<file path="config.mk">
export PLATFORM = sky130hd
export DESIGN_NAME = trig_align_supervisor
export DESIGN_NICKNAME = d
export VERILOG_FILES = /design/src/rtl/trig_align_supervisor.sv
export SDC_FILE = /design/constraint.sdc
export NUM_CORES = 1
export LEC_CHECK = 0
export CAP_MARGIN = 40
export CORE_AREA = 5 5 122 124
export CTS_CLUSTER_SIZE = 20
export DETAILED_ROUTE_END_ITERATION = 12
export DIE_AREA = 0 0 127 129
export PLACE_DENSITY_LB_ADDON = 0.3
export REMOVE_ABC_BUFFERS = 1
export SLEW_MARGIN = 20
export SYNTH_ARGS = -nofsm -noshare
export SYNTH_HDL_FRONTEND = slang
export SYNTH_SLANG_ARGS = --single-unit
</file>
<file path="constraint.sdc">
create_clock -name clock -period 6.8 [get_ports clock]
set_clock_uncertainty 0.15 [all_clocks]
set_input_delay 1.02 -clock clock [delete_from_list [all_inputs] [get_ports clock]]
set_output_delay 1.02 -clock clock [all_outputs]
set_load 0.005 [all_outputs]
</file>
<file path="src/rtl/trig_align_supervisor.sv">
// trig_align_supervisor
//   Sequencer and health monitor for the 24-VFAT S-bit trigger alignment
//   datapath. It pulses the IDELAYCTRL reset and waits for RDY. It then pulses
//   the frame aligner reset and qualifies lock over the unmasked VFATs. While
//   locked it counts errored clocks and latches per-VFAT sticky flags.
//
//   Optional feature macro: TRIG_ALIGN_AUTO_REALIGN_EN. When it is defined, a
//   windowed error-rate threshold re-runs the alignment on its own.
//
// Ports
//   clock, reset_i          40 MHz clock, async active-high reset
//   sbit_mask[23:0]         1 = VFAT excluded from error evaluation
//   alignment_err[23:0]     per-VFAT frame alignment error (level)
//   sot_phase_err[23:0]     per-VFAT SOF phase error (level)
//   idly_rdy                IDELAYCTRL RDY (asynchronous)
//   realign_req, cnt_reset  single-clock control pulses
//   idelay_rst, aligner_rst reset pulses to the delay controller / aligners
//   locked, state[2:0]      status
//   err_cnt, realign_cnt, vfat_err_sticky, rdy_timeout  counters and flags
module trig_align_supervisor #(
    parameter int RST_CYCLES    = 32,
    parameter int LOCK_CYCLES   = 4096,
    parameter int RDY_TIMEOUT   = 65535,
    parameter int ERR_THRESH    = 16,
    parameter int WINDOW_CYCLES = 40000
) (
    input  logic        clock,
    input  logic        reset_i,
    input  logic [23:0] sbit_mask,
    input  logic [23:0] alignment_err,
    input  logic [23:0] sot_phase_err,
    input  logic        idly_rdy,
    input  logic        realign_req,
    input  logic        cnt_reset,
    output logic        idelay_rst,
    output logic        aligner_rst,
    output logic        locked,
    output logic [2:0]  state,
    output logic [15:0] err_cnt,
    output logic [7:0]  realign_cnt,
    output logic [23:0] vfat_err_sticky,
    output logic        rdy_timeout
);

    typedef enum logic [2:0] {
        RST_DLY  = 3'd0,
        WAIT_RDY = 3'd1,
        ALIGN    = 3'd2,
        SETTLE   = 3'd3,
        LOCKED   = 3'd4
    } state_t;

    localparam logic [15:0] RST_LAST = 16'(RST_CYCLES - 1);
    localparam logic [15:0] RDY_LAST = 16'(RDY_TIMEOUT - 1);
    localparam logic [15:0] LOCK_TGT = 16'(LOCK_CYCLES);

    // Out-of-range parameters are rejected at elaboration.
    if (RST_CYCLES < 1 || RST_CYCLES > 255 || LOCK_CYCLES < 1 || LOCK_CYCLES > 65535 ||
        RDY_TIMEOUT < 1 || RDY_TIMEOUT > 65535 || ERR_THRESH < 1 || ERR_THRESH > 65535 ||
        WINDOW_CYCLES < 1 || WINDOW_CYCLES > 65535) begin : g_bad_cfg
        $error("trig_align_supervisor: parameter out of range");
    end

    state_t      state_q, state_d;
    logic [15:0] tmr_q, tmr_d;
    logic        rdy_meta_q, rdy_meta_d, rdy_sync_q, rdy_sync_d;
    logic [23:0] aerr_q, aerr_d, serr_q, serr_d;
    logic [15:0] err_cnt_q, err_cnt_d;
    logic [7:0]  realign_cnt_q, realign_cnt_d;
    logic [23:0] sticky_q, sticky_d;
    logic        rdy_to_q, rdy_to_d;
    logic        aligned_once_q, aligned_once_d;
    logic        idelay_rst_q, idelay_rst_d;
    logic        aligner_rst_q, aligner_rst_d;
    logic        locked_q, locked_d;
    logic [23:0] verr;
    logic        any_err;
    logic [15:0] lock_nxt;
`ifdef TRIG_ALIGN_AUTO_REALIGN_EN
    localparam logic [15:0] THRESH   = 16'(ERR_THRESH);
    localparam logic [15:0] WIN_LAST = 16'(WINDOW_CYCLES - 1);
    logic [15:0] win_cnt_q, win_cnt_d, win_err_q, win_err_d;
`endif

    assign verr    = (aerr_q | serr_q) & ~sbit_mask;
    assign any_err = |verr;

    always_comb begin
        rdy_meta_d     = idly_rdy;
        rdy_sync_d     = rdy_meta_q;
        aerr_d         = alignment_err;
        serr_d         = sot_phase_err;
        state_d        = state_q;
        tmr_d          = tmr_q + 16'd1;
        err_cnt_d      = err_cnt_q;
        realign_cnt_d  = realign_cnt_q;
        sticky_d       = sticky_q;
        rdy_to_d       = rdy_to_q;
        aligned_once_d = aligned_once_q;
        lock_nxt       = any_err ? 16'd0 : tmr_q + 16'd1;

        case (state_q)
            RST_DLY: if (tmr_q == RST_LAST) state_d = WAIT_RDY;
            WAIT_RDY: begin
                // A sampled RDY only counts once it postdates the idelay_rst
                // release (output register + two sync stages = 3 clocks).
                if (rdy_sync_q && (tmr_q >= 16'd2 || tmr_q == RDY_LAST)) begin
                    state_d = ALIGN;
                end else if (tmr_q == RDY_LAST) begin
                    state_d  = RST_DLY;
                    rdy_to_d = 1'b1;
                end
            end
            ALIGN: if (tmr_q == RST_LAST) state_d = SETTLE;
            SETTLE: begin
                if (!rdy_sync_q)              state_d = RST_DLY;
                else if (realign_req)         state_d = ALIGN;
                else if (lock_nxt == LOCK_TGT) state_d = LOCKED;
                tmr_d = lock_nxt;
            end
            LOCKED: begin
                tmr_d = '0;
                if (!rdy_sync_q)      state_d = RST_DLY;
                else if (realign_req) state_d = ALIGN;
`ifdef TRIG_ALIGN_AUTO_REALIGN_EN
                else if (win_err_q >= THRESH) state_d = ALIGN;
`endif
            end
            default: state_d = RST_DLY;
        endcase

        // Every state starts its timer / lock counter from zero.
        if (state_d != state_q) tmr_d = '0;

        // The first ALIGN after reset is the initial bring-up, not a realign.
        if (state_d == ALIGN && state_q != ALIGN) begin
            if (aligned_once_q && realign_cnt_q != 8'hFF) realign_cnt_d = realign_cnt_q + 8'd1;
            aligned_once_d = 1'b1;
        end

        if (state_q == LOCKED) begin
            sticky_d = sticky_q | verr;
            if (any_err && err_cnt_q != 16'hFFFF) err_cnt_d = err_cnt_q + 16'd1;
        end

`ifdef TRIG_ALIGN_AUTO_REALIGN_EN
        win_cnt_d = '0;
        win_err_d = '0;
        if (state_q == LOCKED && state_d == LOCKED && win_cnt_q != WIN_LAST) begin
            win_cnt_d = win_cnt_q + 16'd1;
            win_err_d = win_err_q;
            if (any_err && win_err_q != 16'hFFFF) win_err_d = win_err_q + 16'd1;
        end
`endif

        if (cnt_reset) begin
            err_cnt_d     = '0;
            realign_cnt_d = '0;
            sticky_d      = '0;
            rdy_to_d      = 1'b0;
        end

        idelay_rst_d  = (state_d == RST_DLY);
        aligner_rst_d = (state_d == ALIGN);
        locked_d      = (state_d == LOCKED);
    end

    always_ff @(posedge clock or posedge reset_i) begin
        if (reset_i) begin
            state_q        <= RST_DLY;
            tmr_q          <= '0;
            rdy_meta_q     <= 1'b0;
            rdy_sync_q     <= 1'b0;
            aerr_q         <= '0;
            serr_q         <= '0;
            err_cnt_q      <= '0;
            realign_cnt_q  <= '0;
            sticky_q       <= '0;
            rdy_to_q       <= 1'b0;
            aligned_once_q <= 1'b0;
            idelay_rst_q   <= 1'b1;
            aligner_rst_q  <= 1'b0;
            locked_q       <= 1'b0;
`ifdef TRIG_ALIGN_AUTO_REALIGN_EN
            win_cnt_q      <= '0;
            win_err_q      <= '0;
`endif
        end else begin
            state_q        <= state_d;
            tmr_q          <= tmr_d;
            rdy_meta_q     <= rdy_meta_d;
            rdy_sync_q     <= rdy_sync_d;
            aerr_q         <= aerr_d;
            serr_q         <= serr_d;
            err_cnt_q      <= err_cnt_d;
            realign_cnt_q  <= realign_cnt_d;
            sticky_q       <= sticky_d;
            rdy_to_q       <= rdy_to_d;
            aligned_once_q <= aligned_once_d;
            idelay_rst_q   <= idelay_rst_d;
            aligner_rst_q  <= aligner_rst_d;
            locked_q       <= locked_d;
`ifdef TRIG_ALIGN_AUTO_REALIGN_EN
            win_cnt_q      <= win_cnt_d;
            win_err_q      <= win_err_d;
`endif
        end
    end

    assign state           = state_q;
    assign idelay_rst      = idelay_rst_q;
    assign aligner_rst     = aligner_rst_q;
    assign locked          = locked_q;
    assign err_cnt         = err_cnt_q;
    assign realign_cnt     = realign_cnt_q;
    assign vfat_err_sticky = sticky_q;
    assign rdy_timeout     = rdy_to_q;

endmodule

</file>
==> flow_metrics.py <==
metrics = {
    "drt": {
        "wl_per_cell_microns": 15.8,
        "viasPerCell": 5.09,
        "routed_wl_microns": 12700,
        "antenna_left": 0,
        "drc": 0,
        "firstDrtPassIters": 4,
        "drtIter0Drc": 299,
        "vias": 4096,
    },
    "power": {
        "p_leak_nw": 3.11,
        "pwr-share-clk": 0.464,
        "ir_worst_vdd_mv": 0.167,
        "p_sw_frac": 0.247,
        "power.density_mw_per_mm2": 283,
        "internal_power_mw": 1.59,
        "p_comb_frac": 0.136,
        "fin_total_pwr_mw": 2.11,
        "pwr-share-seq": 0.400,
        "power.switching_mw": 0.521,
    },
    "critical_path": {
        "ff2ff_path_depth": 7,
        "path_cells": "clkdlybuf4s50_1 > o21bai_1 > o2111ai_1 > nor4_1 > a21oi_1 > buf_4 > nand4_1 > mux2_2",
        "rr_endpoint": "err_cnt[5]",
        "r2r_start": "serr_q[3]",
        "start_kind": "primary input",
        "slowest_delay_ns": 0.73,
        "crit_fanout": 9,
        "cp-end-kind": "register",
        "cp_slowest_cell": "nor4_1",
        "crit_type": "primary input to register",
        "reg2reg_slack_ns": 4.04,
        "cp.arrival_ns": 3.52,
        "crit_required_ns": 6.93,
    },
    "die": {
        "die_h_microns": 129,
        "start_util": 0.389,
        "chipWidth_microns": 127,
        "fp-row-count": 43,
        "die_area_sq_mm": 0.0164,
        "core_sq_mm": 0.0137,
        "pin_count": 132,
    },
    "yosys": {
        "syn-cell-area_sq_mm": 0.00531,
        "synth_most_common_cell": "dfrtp_1",
        "ys_types": 61,
        "synth.area.top_cells": "dfrtp_1 (57%), nor2_1 (5.4%), o21ba_2 (3.4%), o21bai_1 (2.5%), a21oi_1 (2.3%)",
        "syn_avg_cell_area_sq_um": 11.1,
        "synth-edff-count": 0,
        "synth_cells": 477,
        "synthArstFlopShare": 1.00,
        "ys_warn_count": 0,
        "ys_seq_elements": 122,
        "yosysSeqAreaShare": 0.575,
        "synthTopCellsByCount": "dfrtp_1 (121), nor2_1 (77), a21oi_1 (24), nand3_1 (20)",
        "yosysTopAreaCell": "dfrtp_1",
        "synth_top_area_share": 0.570,
        "synth_ff_type": "dfrtp_1",
    },
    "run": {
        "cap_viol_max_count": 0,
    },
    "final_layout": {
        "diodes": 0,
        "layout-drive-gt1-share": 0.127,
        "syn_to_final_growth_pct": 40.5,
        "nNetsFinal": 692,
    },
    "timing": {
        "tns_ns": 0,
        "setup_viol": 0,
        "slew_headroom": 0.472,
        "period_share": 0.499,
        "rsz0062_at_grt": "no",
        "worst_slew_pin_slew_ns": 0.785,
        "hold_slack_ns": 0.211,
        "max_freq_ghz": 0.295,
        "post-route-min-period_ns": 3.39,
        "slew_viol_final": 0,
        "hold_viol": 0,
    },
    "clock_tree": {
        "root_buffer": "clkbuf_16",
        "clockBufferDepth": 2,
        "cts.reportedPaths.clkPinSlew_ns": 0.06,
        "post_cts_resized": 0,
        "cts_tree": "done",
        "clk_latency_ns": 0.41,
        "cts_buffers": 17,
        "cts_htree_levels": 4,
        "clock-sinks": 122,
        "cts-hold-fix-buffers": 0,
        "cts_setup_buffers": 0,
    },
    "global_routing": {
        "grt_pass1_wl_microns": 21400,
        "first_global_vias": 4319,
        "grt_usage": 0.165,
        "antenna_found_initial": 0,
        "gr-total-overflow": 0,
        "grt_max_degree": 68,
    },
    "worst_hold_path": {
        "hp-start": "rdy_meta_q",
        "hold_depth": 0,
        "hold_end": "rdy_sync_q",
        "hp-class": "register to register",
    },
    "placed_design": {
        "dp_hpwl_microns": 9090,
        "gp_congestion": 0.805,
        "port_buffers": 131,
    },
    "outcome": {
        "outcome": "finished, final reports clean",
    },
}
## stage by stage
stage          std cells  cell area (sq um)  setup slack, ns  utilization
2_1_floorplan        456               5200             2.39            -
3_3_place_gp         768               6740             2.90        0.493
3_5_place_dp         771               6780             2.93        0.496
4_1_cts              803               7430             3.37        0.544
5_1_grt              804               7460             3.17        0.546
6_report             804               7460             3.41        0.546
## per-layer routing
| metal | global-route usage | share of wire |
|---|---|---|
| met1 | 0.207 | 0.42 |
| met3 | 0.0606 | 0.078 |
| met5 | 0 | 0 |
| met2 | 0.264 | 0.49 |
| met4 | 0.0574 | 0.013 |
## worst max-delay path: cells and delay by family
kind / cells / cell delay [ns]
simple gates: 2 / 0.83
buf+inv: 2 / 0.71
compound gates: 3 / 0.62
mux: 1 / 0.33
## power groups by stage
stage | clock network [mW] | logic (mW) | registers (mW)
after global routing | 1.03 | 0.324 | 0.855
after detailed placement | 0 | 0.289 | 0.856
after floorplan | 0 | 0.171 | 0.841
final | 0.981 | 0.287 | 0.845
after global placement | 0 | 0.279 | 0.852
after CTS | 0.999 | 0.289 | 0.843
## cells by family after synthesis
| group | count (synthesis) | synth area share |
|---|---|---|
| AO/OA/AOI/OAI | 103 | 0.150 |
| XOR/XNOR | 16 | 0.0264 |
| adder cells (fa/ha/maj) | 4 | 0.00943 |
| buffers and inverters | 30 | 0.0273 |
| flip-flops | 122 | 0.575 |
| multiplexers | 12 | 0.0250 |
| AND/OR/NAND/NOR | 190 | 0.186 |
## cell usage in the layout, fill, tap and decap left out, drive strengths merged, types with 3 or more instances in the layout
| cell | count |
|---|---|
| a21oi | 24 |
| and2 | 5 |
| and3 | 9 |
| and4 | 5 |
| buf | 6 |
| bufinv | 5 |
| clkbuf | 20 |
| clkdlybuf4s50 | 130 |
| clkinv | 7 |
| dfrtp | 121 |
| ha | 4 |
| inv | 8 |
| mux2 | 10 |
| nand2 | 10 |
| nand2b | 4 |
| nand3 | 20 |
| nand3b | 3 |
| nand4 | 11 |
| nor2 | 77 |
| nor2b | 14 |
| nor3 | 10 |
| nor4 | 3 |
| o2111ai | 6 |
| o21ai | 9 |
| o21ba | 18 |
| o21bai | 18 |
| o31ai | 5 |
| o41ai | 3 |
| or3 | 8 |
| or4 | 4 |
| xnor2 | 11 |
| xor2 | 5 |
## state kept, by name, summed over array words and instances, names as in the netlist
signal           cells
aerr_q              24
serr_q              24
vfat_err_sticky     24
err_cnt             16
tmr_q               16
realign_cnt          8
state                3
aligned_once_q       1
aligner_rst          1
idelay_rst           1
locked               1
rdy_meta_q           1
rdy_sync_q           1
rdy_timeout          1
## cell type report
| cell class | instances | area, sq um |
|---|---|---|
| Tap cell | 180 | 225 |
| Clock buffer | 20 | 457 |
| Multi-Input combinational cell | 325 | 2110 |
| Sequential cell | 122 | 3050 |
| Timing Repair Buffer | 136 | 1380 |
| Inverter | 9 | 36.3 |
| Fill cell | 1149 | 6210 |
| Clock inverter | 12 | 195 |
## worst max path at each step
stage / startpoint / endpoint / slack, ns / depth (start not counted)
final: sbit_mask[3] / err_cnt[5] / 3.41 / 8
after global routing: sbit_mask[3] / err_cnt[5] / 3.17 / 8
after CTS: sbit_mask[3] / err_cnt[5] / 3.37 / 8
after detailed placement: sbit_mask[3] / err_cnt[5] / 2.93 / 8
after global placement: sbit_mask[3] / err_cnt[5] / 2.90 / 7
after floorplan: reset_i / aerr_q[0] / 2.39 / 1
(Power assumes the default switching activity.)
